File: src/rtl/linear_pkg.sv
// linear_pkg
//   Shared definitions for the linear engine result path: data/address
//   widths, location and size of the linear output region inside mem_w,
//   and the result reader state encoding.
package linear_pkg;

   localparam int DATA_W             = 64;
   localparam int ADDR_W             = 32;
   localparam int LINEAR_OUTPUT_BASE = 2048;
   localparam int LINEAR_OUTPUT_LEN  = 512;

   typedef enum logic [1:0] {
      IDLE  = 2'd0,
      READ  = 2'd1,
      DRAIN = 2'd2,
      DONE  = 2'd3
   } state_t;

endpackage

File: src/rtl/sync_fifo_sa.sv
// sync_fifo_sa
//   Show-ahead synchronous FIFO. The head entry is visible on pop_data_o
//   whenever the FIFO is non-empty; pop_i consumes it.
//   Ports:
//     clk, rst      clock, asynchronous active-high reset
//     push_i        write push_data_i (ignored when full unless popping)
//     push_data_i   write data
//     pop_i         consume the head entry (ignored when empty)
//     pop_data_o    head entry, forced to 0 while empty
//     empty_o       no entries stored
//     count_o       number of stored entries, 0..DEPTH
module sync_fifo_sa #(
   parameter int W     = 64,
   parameter int DEPTH = 4
) (
   input  logic                     clk,
   input  logic                     rst,
   input  logic                     push_i,
   input  logic [W-1:0]             push_data_i,
   input  logic                     pop_i,
   output logic [W-1:0]             pop_data_o,
   output logic                     empty_o,
   output logic [$clog2(DEPTH):0]   count_o
);

   localparam int PTR_W = $clog2(DEPTH);
   localparam logic [PTR_W:0] FULL_C = (PTR_W+1)'(DEPTH);

   logic [W-1:0]     mem_q [DEPTH];
   logic [PTR_W-1:0] wr_ptr_q;
   logic [PTR_W-1:0] rd_ptr_q;
   logic [PTR_W:0]   count_q;
   logic             do_push;
   logic             do_pop;

   assign do_pop  = pop_i && (count_q != '0);
   // A full FIFO still accepts a write when the head leaves in the same cycle.
   assign do_push = push_i && ((count_q != FULL_C) || do_pop);

   always_ff @(posedge clk or posedge rst) begin
      if (rst) begin
         wr_ptr_q <= '0;
         rd_ptr_q <= '0;
         count_q  <= '0;
      end else begin
         if (do_push) wr_ptr_q <= wr_ptr_q + PTR_W'(1);
         if (do_pop)  rd_ptr_q <= rd_ptr_q + PTR_W'(1);
         case ({do_push, do_pop})
            2'b10:   count_q <= count_q + (PTR_W+1)'(1);
            2'b01:   count_q <= count_q - (PTR_W+1)'(1);
            default: count_q <= count_q;
         endcase
      end
   end

   // Storage carries no reset; stale contents are never visible because
   // the head is masked while empty.
   always_ff @(posedge clk) begin
      if (do_push) mem_q[wr_ptr_q] <= push_data_i;
   end

   assign empty_o    = (count_q == '0);
   assign count_o    = count_q;
   assign pop_data_o = empty_o ? '0 : mem_q[rd_ptr_q];

endmodule

File: src/rtl/linear_result_reader.sv
// linear_result_reader
//   Streams the linear output region (LEN words from word address BASE)
//   out of mem_w on a valid/ready interface. Reads are credit-limited so
//   the output FIFO can never overflow, which hides the 1-cycle memory
//   latency and absorbs consumer backpressure without re-reading.
//   Ports:
//     clk, rst            clock, asynchronous active-high reset
//     start               level request, sampled only in IDLE
//     busy, done          high in READ/DRAIN, high in DONE
//     write_en, data_in   memory write side, tied off (read-only client)
//     addr, data_out      memory address / read data (data 1 cycle later)
//     m_valid, m_data     stream word and its qualifier
//     m_last              marks word index LEN-1
//     m_ready             consumer accept
module linear_result_reader #(
   parameter int DATA_W     = linear_pkg::DATA_W,
   parameter int ADDR_W     = linear_pkg::ADDR_W,
   parameter int BASE       = linear_pkg::LINEAR_OUTPUT_BASE,
   parameter int LEN        = linear_pkg::LINEAR_OUTPUT_LEN,
   parameter int FIFO_DEPTH = 4
) (
   input  logic              clk,
   input  logic              rst,
   input  logic              start,
   output logic              busy,
   output logic              done,
   output logic              write_en,
   output logic [DATA_W-1:0] data_in,
   output logic [ADDR_W-1:0] addr,
   input  logic [DATA_W-1:0] data_out,
   output logic              m_valid,
   output logic [DATA_W-1:0] m_data,
   output logic              m_last,
   input  logic              m_ready
);

   import linear_pkg::*;

   localparam int CNT_W = $clog2(FIFO_DEPTH) + 1;
   localparam logic [16:0]       LEN_C   = 17'(LEN);
   localparam logic [16:0]       LAST_C  = 17'(LEN - 1);
   localparam logic [ADDR_W-1:0] BASE_C  = ADDR_W'(BASE);
   localparam logic [CNT_W:0]    DEPTH_C = (CNT_W+1)'(FIFO_DEPTH);

   state_t            state_q, state_d;
   logic [16:0]       issued_q, issued_d;
   logic [16:0]       out_cnt_q, out_cnt_d;
   logic [ADDR_W-1:0] addr_q, addr_d;
   logic              inflight_q;

   logic              rd_issue;
   logic              credit_ok;
   logic              pop;
   logic              fifo_empty;
   logic [CNT_W-1:0]  fifo_count;

   // A read in flight already owns a FIFO slot, so it counts as a credit.
   assign credit_ok = ({1'b0, fifo_count} + {{CNT_W{1'b0}}, inflight_q}) < DEPTH_C;
   assign rd_issue  = (state_q == READ) && (issued_q < LEN_C) && credit_ok;
   assign pop       = m_valid && m_ready;

   always_ff @(posedge clk or posedge rst) begin
      if (rst) begin
         state_q    <= IDLE;
         issued_q   <= '0;
         out_cnt_q  <= '0;
         addr_q     <= BASE_C;
         inflight_q <= 1'b0;
      end else begin
         state_q    <= state_d;
         issued_q   <= issued_d;
         out_cnt_q  <= out_cnt_d;
         addr_q     <= addr_d;
         inflight_q <= rd_issue;
      end
   end

   always_comb begin
      state_d   = state_q;
      issued_d  = issued_q;
      out_cnt_d = out_cnt_q;
      addr_d    = addr_q;

      if (pop) out_cnt_d = out_cnt_q + 17'd1;

      case (state_q)
         IDLE: begin
            if (start) begin
               state_d   = READ;
               issued_d  = '0;
               out_cnt_d = '0;
               addr_d    = BASE_C;
            end
         end
         READ: begin
            if (rd_issue) begin
               issued_d = issued_q + 17'd1;
               // The final read leaves addr on the last word of the region
               // instead of stepping one past it.
               if (issued_q == LAST_C) state_d = DRAIN;
               else                    addr_d  = addr_q + ADDR_W'(1);
            end
         end
         DRAIN: begin
            if (!inflight_q && fifo_empty && (out_cnt_q == LEN_C)) state_d = DONE;
         end
         DONE: begin
            if (!start) state_d = IDLE;
         end
         default: state_d = IDLE;
      endcase
   end

   sync_fifo_sa #(
      .W     (DATA_W),
      .DEPTH (FIFO_DEPTH)
   ) u_fifo (
      .clk         (clk),
      .rst         (rst),
      .push_i      (inflight_q),
      .push_data_i (data_out),
      .pop_i       (pop),
      .pop_data_o  (m_data),
      .empty_o     (fifo_empty),
      .count_o     (fifo_count)
   );

   assign busy     = (state_q == READ) || (state_q == DRAIN);
   assign done     = (state_q == DONE);
   assign write_en = 1'b0;
   assign data_in  = '0;
   assign addr     = addr_q;
   assign m_valid  = !fifo_empty;
   assign m_last   = m_valid && (out_cnt_q == LAST_C);

endmodule
File: config.mk
export PLATFORM = sky130hd
export DESIGN_NAME = linear_result_reader
export DESIGN_NICKNAME = d
export VERILOG_FILES = /design/src/rtl/linear_pkg.sv /design/src/rtl/sync_fifo_sa.sv /design/src/rtl/linear_result_reader.sv
export SDC_FILE = /design/constraint.sdc
export NUM_CORES = 1
export LEC_CHECK = 0
export CAP_MARGIN = 20
export CORE_MARGIN = 5
export CORE_UTILIZATION = 25
export DETAILED_ROUTE_END_ITERATION = 8
export SYNTH_ARGS = -nofsm -noshare
export SYNTH_HDL_FRONTEND = slang
export SYNTH_SLANG_ARGS = --single-unit
File: constraint.sdc
create_clock -name clk -period 3.7 [get_ports clk]
set_clock_uncertainty 0.2 [all_clocks]
set_input_delay 0.74 -clock clk [delete_from_list [all_inputs] [get_ports clk]]
set_output_delay 0.74 -clock clk [all_outputs]
set_load 0.02 [all_outputs]
==> reports/results.ini, run 1 <==
[status]
status = complete, no violations

[sta]
whs_ns = 0.284
rsz0062_at_grt = no
clock.fmax_mhz = 284
finalSetupTns_ns = 0
fin_crit_sh_pct = 95.3
min_period_ns = 3.53
maxSlewViolCount = 0
worst_pin_slew_ns = 1.05
hold_viol = 0
setup-violations-final = 0
maxSlewHeadroom_pct = 29.2

[finish]
area_growth_pct = 26.7
finish.utilization_pct = 31.8
fillers = 5494
stdcell_count = 1867
layout.nets = 1167
drive_gt1_share_pct = 14.2

[synthesis]
ys_ff_latch = 332
synth_edf_count = 256
synth_area_sq_mm = 0.0141
yosysSeqAreaShare_pct = 68.1
synthTopCellsByArea = edfxtp_1, dfrtp_1, mux4_2
netlist_instances = 890
synth.distinct_cells = 53
synth_top_area_share_pct = 54.6
yosys_warnings = 0
yosys_most_used_dff = edfxtp_1
postSynthAreaPerCell_sq_um = 15.8
synthArstFlopShare_pct = 22.9
yosys.area.top_type = edfxtp_1

[clock_network]
cts_tree = built
numCtsBuffers = 39
post_cts_buffers = 0
cts.hold.buffers_added = 0
clk_path_buf_depth = 3
path_clk_slew_ns = 0.05
root_buffer = clkbuf_16
clk_latency_ns = 0.54
h-tree-depth = 2
cts_resized = 0
cts_sinks = 332

[worst_setup_path]
startpoint_type = register
cp_max_fo = 26
cp-end-kind = primary output
worstPathArrival_ns = 2.59
worstPathRequired_ns = 2.76
path_class = reg2out

[global_route]
grt_usage_pct = 10.2
grt_start_max_net_pins = 77
antenna_found_initial = 1
grt.overflow.total = 0
grt_pass1_vias = 8324
grt_first_pass_wirelength_um = 48800

[power_and_ir_drop]
p_per_area_mw_per_mm2 = 793
total_power_mw = 14.1
vdd_drop_max_mv = 0.522
p_leak_nw = 6.15

[run]
drv_cap = 0

[route]
num_vias = 7915
routed_wl_um = 31500
detail_route.wl_per_cell_um = 16.9
drt_pre_antenna_iters = 4
drt_iter0_markers = 342
drcViolationCount = 0
viasPerCell = 4.24
antenna_left = 0

[floorplanning]
fp.dieH_um = 247
die_w_um = 247
io-pin-count = 233
die-area_sq_mm = 0.0612
core-area_sq_mm = 0.0561
rows = 87
start_util_pct = 25.1

[placed_design]
dp_hpwl_um = 20000
gp_congestion = 0.739
io_buffers = 167
dp_cells = 1801

[hold_path]
min_path_type = reg2reg

## power by group
part	internal [mW]	switching, mW	leakage [nW]
sequential	4.94	0.370	3.28
combinational	2.55	2.76	2.30
clock	2.04	1.49	0.566
total	9.53	4.62	6.15
## Yosys cell counts, types with 4 or more instances
master,n
nand3_1,27
clkbuf_1,26
a2111oi_0,4
nor4_1,8
ha_1,12
xnor2_1,20
o31ai_1,12
and2_1,80
dfrtp_1,75
nor3_1,9
mux4_2,64
or3_1,15
edfxtp_1,256
nand4_1,12
xor2_1,8
o21ai_0,10
nand2_1,36
and3_1,7
or4_1,10
a21oi_1,22
mux2i_1,8
buf_1,7
o21ai_1,8
inv_1,18
nor2_1,36
buf_4,65
## registers in the layout, indices dropped and copies added (netlist names)
register and count:
u_fifo.rd_ptr_q 2, addr 32, u_fifo.wr_ptr_q 2, state_q 2
u_fifo.mem_q 256, inflight_q 1, issued_q 17, u_fifo.count_o 3
out_cnt_q 17
## final cells by class
| cell class | instances | area, sq um | share of cell area [%] |
|---|---|---|---|
| Tap cell | 756 | 946 | 5.30 |
| Timing Repair Buffer | 192 | 2000 | 11.2 |
| Sequential cell | 332 | 9600 | 53.8 |
| Multi-Input combinational cell | 502 | 4040 | 22.7 |
| Clock buffer | 49 | 1020 | 5.74 |
| Inverter | 19 | 71.3 | 0.400 |
| Antenna cell | 1 | 2.50 | 0.0140 |
| Clock inverter | 16 | 156 | 0.877 |
## critical path, cell delays in order (launching register included)
cell and delay (ns):
dfrtp_4 0.48, buf_12 0.25, mux4_2 0.52, and2_1 0.22
clkdlybuf4s50_1 0.56
## metal layers
layer / vias to the layer above / part of all wire, % / global-route usage, % / wire length [um]
met5: - / 0.041 / 0 / 13
met4: 2 / 2.0 / 3.00 / 629
met1: 4008 / 43 / 12.9 / 13600
met2: 212 / 48 / 17.1 / 15200
met3: 42 / 6.4 / 2.76 / 2030
li1: 3651 / - / - / -
## through the flow
stage / setup slack (ns) / instance area (sq um)
2_1_floorplan: 0.554 / 14300
3_3_place_gp: 0.289 / 16700
3_5_place_dp: 0.254 / 16700
4_1_cts: 0.0817 / 17800
5_1_grt: 0.0210 / 17800
6_report: 0.174 / 17800
## worst paths after layout
| kind | from | endpoint | slack (ns) | cells after the start |
|---|---|---|---|---|
| max | u_fifo.rd_ptr_q[0] | m_data[56] | 0.17 | 4 |
| min | issued_q[12] | issued_q[12] | 0.28 | 1 |
| max reg2reg | state_q[1] | addr[22] | 0.49 | 7 |
| min reg2reg | issued_q[12] | issued_q[12] | 0.28 | 1 |
| max in group asynchronous | rst | u_fifo.rd_ptr_q[1] | 2.52 | 3 |
| min in group asynchronous | rst | state_q[1] | 0.41 | 3 |
## cells by family after synthesis
family          synth area share [%]
flops                           68.1
other cells                   0.0266
buf+inv                         5.00
compound gates                  3.06
fa+ha+maj                       1.21
simple gates                    9.98
mux                             10.9
xor+xnor                        1.74
## layout by cell type, fill, tap and decap left out, drive strengths merged, types with 9 or more instances in the layout
| master | n |
|---|---|
| nand4 | 13 |
| conb | 65 |
| or4 | 11 |
| nor2 | 36 |
| nor3 | 9 |
| nand2 | 36 |
| buf | 25 |
| clkdlybuf4s50 | 167 |
| or3 | 15 |
| dfrtp | 75 |
| inv | 20 |
| xnor2 | 20 |
| mux4 | 64 |
| ha | 12 |
| o21ai | 18 |
| and2 | 80 |
| edfxtp | 256 |
| a21oi | 22 |
| clkinv | 12 |
| o31ai | 12 |
| nor4 | 9 |
| nand3 | 27 |
| clkbuf | 49 |
Power figures use the tool's default switching activity.
==> run 2: changes to the inputs <==
--- a/config.mk
+++ b/config.mk
@@ -9,6 +9,8 @@
 export CORE_MARGIN = 5
 export CORE_UTILIZATION = 25
 export DETAILED_ROUTE_END_ITERATION = 8
+export GPL_ROUTABILITY_DRIVEN = 0
+export REMOVE_ABC_BUFFERS = 1
 export SYNTH_ARGS = -nofsm -noshare
 export SYNTH_HDL_FRONTEND = slang
 export SYNTH_SLANG_ARGS = --single-unit
==> reports/results.ini, run 2 (same netlist as run 1, synthesis figures left out) <==
[clock_network]
cts_tree = built
cts_sinks = 332
clk_latency_ns = 0.54
path_clk_slew_ns = 0.06
h-tree-depth = 2
numCtsBuffers = 40
clk_path_buf_depth = 3
root_buffer = clkbuf_16

[global_route]
grt_usage_pct = 10.2
grt_start_max_net_pins = 68
grt_first_pass_wirelength_um = 48700
antenna_found_initial = 4
grt_pass1_vias = 8213
grt.overflow.total = 0

[worst_setup_path]
cp_slowest_cell = dfrtp_4
worstPathArrival_ns = 2.63
cp-end-kind = primary output
worstPathRequired_ns = 2.76
critPathBufInv = 2
path_cells = buf_4 -> mux4_2 -> and2_1 -> clkdlybuf4s50_1
path_delay_family = buffers and inverters
crit_path_max_incr_delay_ns = 0.62
startpoint_type = register
path_class = reg2out
cp_max_fo = 14

[sta]
maxSlewViolCount = 0
min_period_ns = 3.57
hold_viol = 0
rsz0062_at_grt = no
fin_crit_sh_pct = 96.4
setup-violations-final = 0
maxSlewHeadroom_pct = 45.9
worst_pin_slew_ns = 0.803
whs_ns = 0.285
clock.fmax_mhz = 280

[status]
status = complete, no violations

[finish]
area_growth_pct = 28.0
layout.nets = 1178
regMostFlops = u_fifo.mem_q
final_cell_mix = edfxtp_1, clkdlybuf4s50_1, and2_1
final_common_cell = edfxtp_1
fillers = 5448
finish.utilization_pct = 32.2
regArea_sq_mm = 0.00960
multi_input_area_sq_mm = 0.00404
drive_gt1_share_pct = 15.6
largest_register_ffs = 256

[run]
drv_cap = 0

[floorplanning]
start_util_pct = 25.1
rows = 87
core-area_sq_mm = 0.0561
die_w_um = 247
fp.dieH_um = 247
die-area_sq_mm = 0.0612
io-pin-count = 233

[power_and_ir_drop]
total_power_mw = 14.5
p_per_area_mw_per_mm2 = 806
netSwitchingFraction_pct = 32.1
clkPwrFrac_pct = 26.7
vdd_drop_max_mv = 0.358
p_int_mw = 9.86
p_switching_mw = 4.66
comb_power_share_pct = 36.5
p_leak_nw = 6.26
seqPwrFrac_pct = 36.8

[placed_design]
io_buffers = 167
dp_hpwl_um = 20200

[route]
antenna_left = 0
routed_wl_um = 32100
drt_iter0_markers = 458
num_vias = 8022
drt_pre_antenna_iters = 6
viasPerCell = 4.26
detail_route.wl_per_cell_um = 17.0
drcViolationCount = 0

[hold_path]
min_path_type = reg2reg

[run 2: cell type report]
type | count | area share (%)
Clock buffer | 50 | 6.11
Clock inverter | 22 | 1.15
Antenna cell | 1 | 0.0139
Multi-Input combinational cell | 502 | 22.4
Sequential cell | 332 | 53.2
Timing Repair Buffer | 202 | 11.4
Inverter | 19 | 0.396
Tap cell | 756 | 5.25
[run 2: timing repair]
item | 4_1_cts | 5_1_grt
hold buffers | 0 | 0
resized for setup | 2 | 0
hold endpoints to repair | 0 | 0
endpoints found under the setup margin | 54 | 18
buffers inserted | 3 | 4
[run 2: power by group through the flow]
stage / Sequential [mW] / Combinational (mW) / Clock [mW]
after floorplan: 5.56 / 2.87 / 0
after global placement: 5.42 / 5.33 / 0
after detailed placement: 5.46 / 5.36 / 0
after CTS: 5.37 / 5.40 / 4.03
after global routing: 5.44 / 5.73 / 4.18
final: 5.35 / 5.30 / 3.87
[run 2: worst paths after layout]
kind | to | startpoint | slack (ns) | cells after the start
setup / recovery | m_data[6] | u_fifo.rd_ptr_q[0] | 0.13 | 4
hold / removal | issued_q[12] | issued_q[12] | 0.29 | 1
setup reg to reg | addr[20] | state_q[0] | 0.89 | 8
hold reg to reg | issued_q[12] | issued_q[12] | 0.29 | 1
max in group asynchronous | u_fifo.rd_ptr_q[1] | rst | 2.40 | 3
min in group asynchronous | addr[31] | rst | 0.41 | 3
[run 2: metrics by stage]
stage	instance area (sq um)	cells	worst slack [ns]	TNS, ns
after floorplan	13700	853	-0.716	-45.80
after global placement	16700	1804	0.438	0
after detailed placement	16700	1804	0.416	0
after CTS	18000	1879	0.00173	0
after global routing	18000	1883	0.00568	0
final	18000	1884	0.135	0
[run 2: layer usage]
layer	routed length (um)	track usage [%]	up-vias
li1	-	-	3672
met1	14000	13.7	4041
met2	14900	15.9	251
met3	2570	3.56	52
met4	582	2.32	6
met5	47	0	-
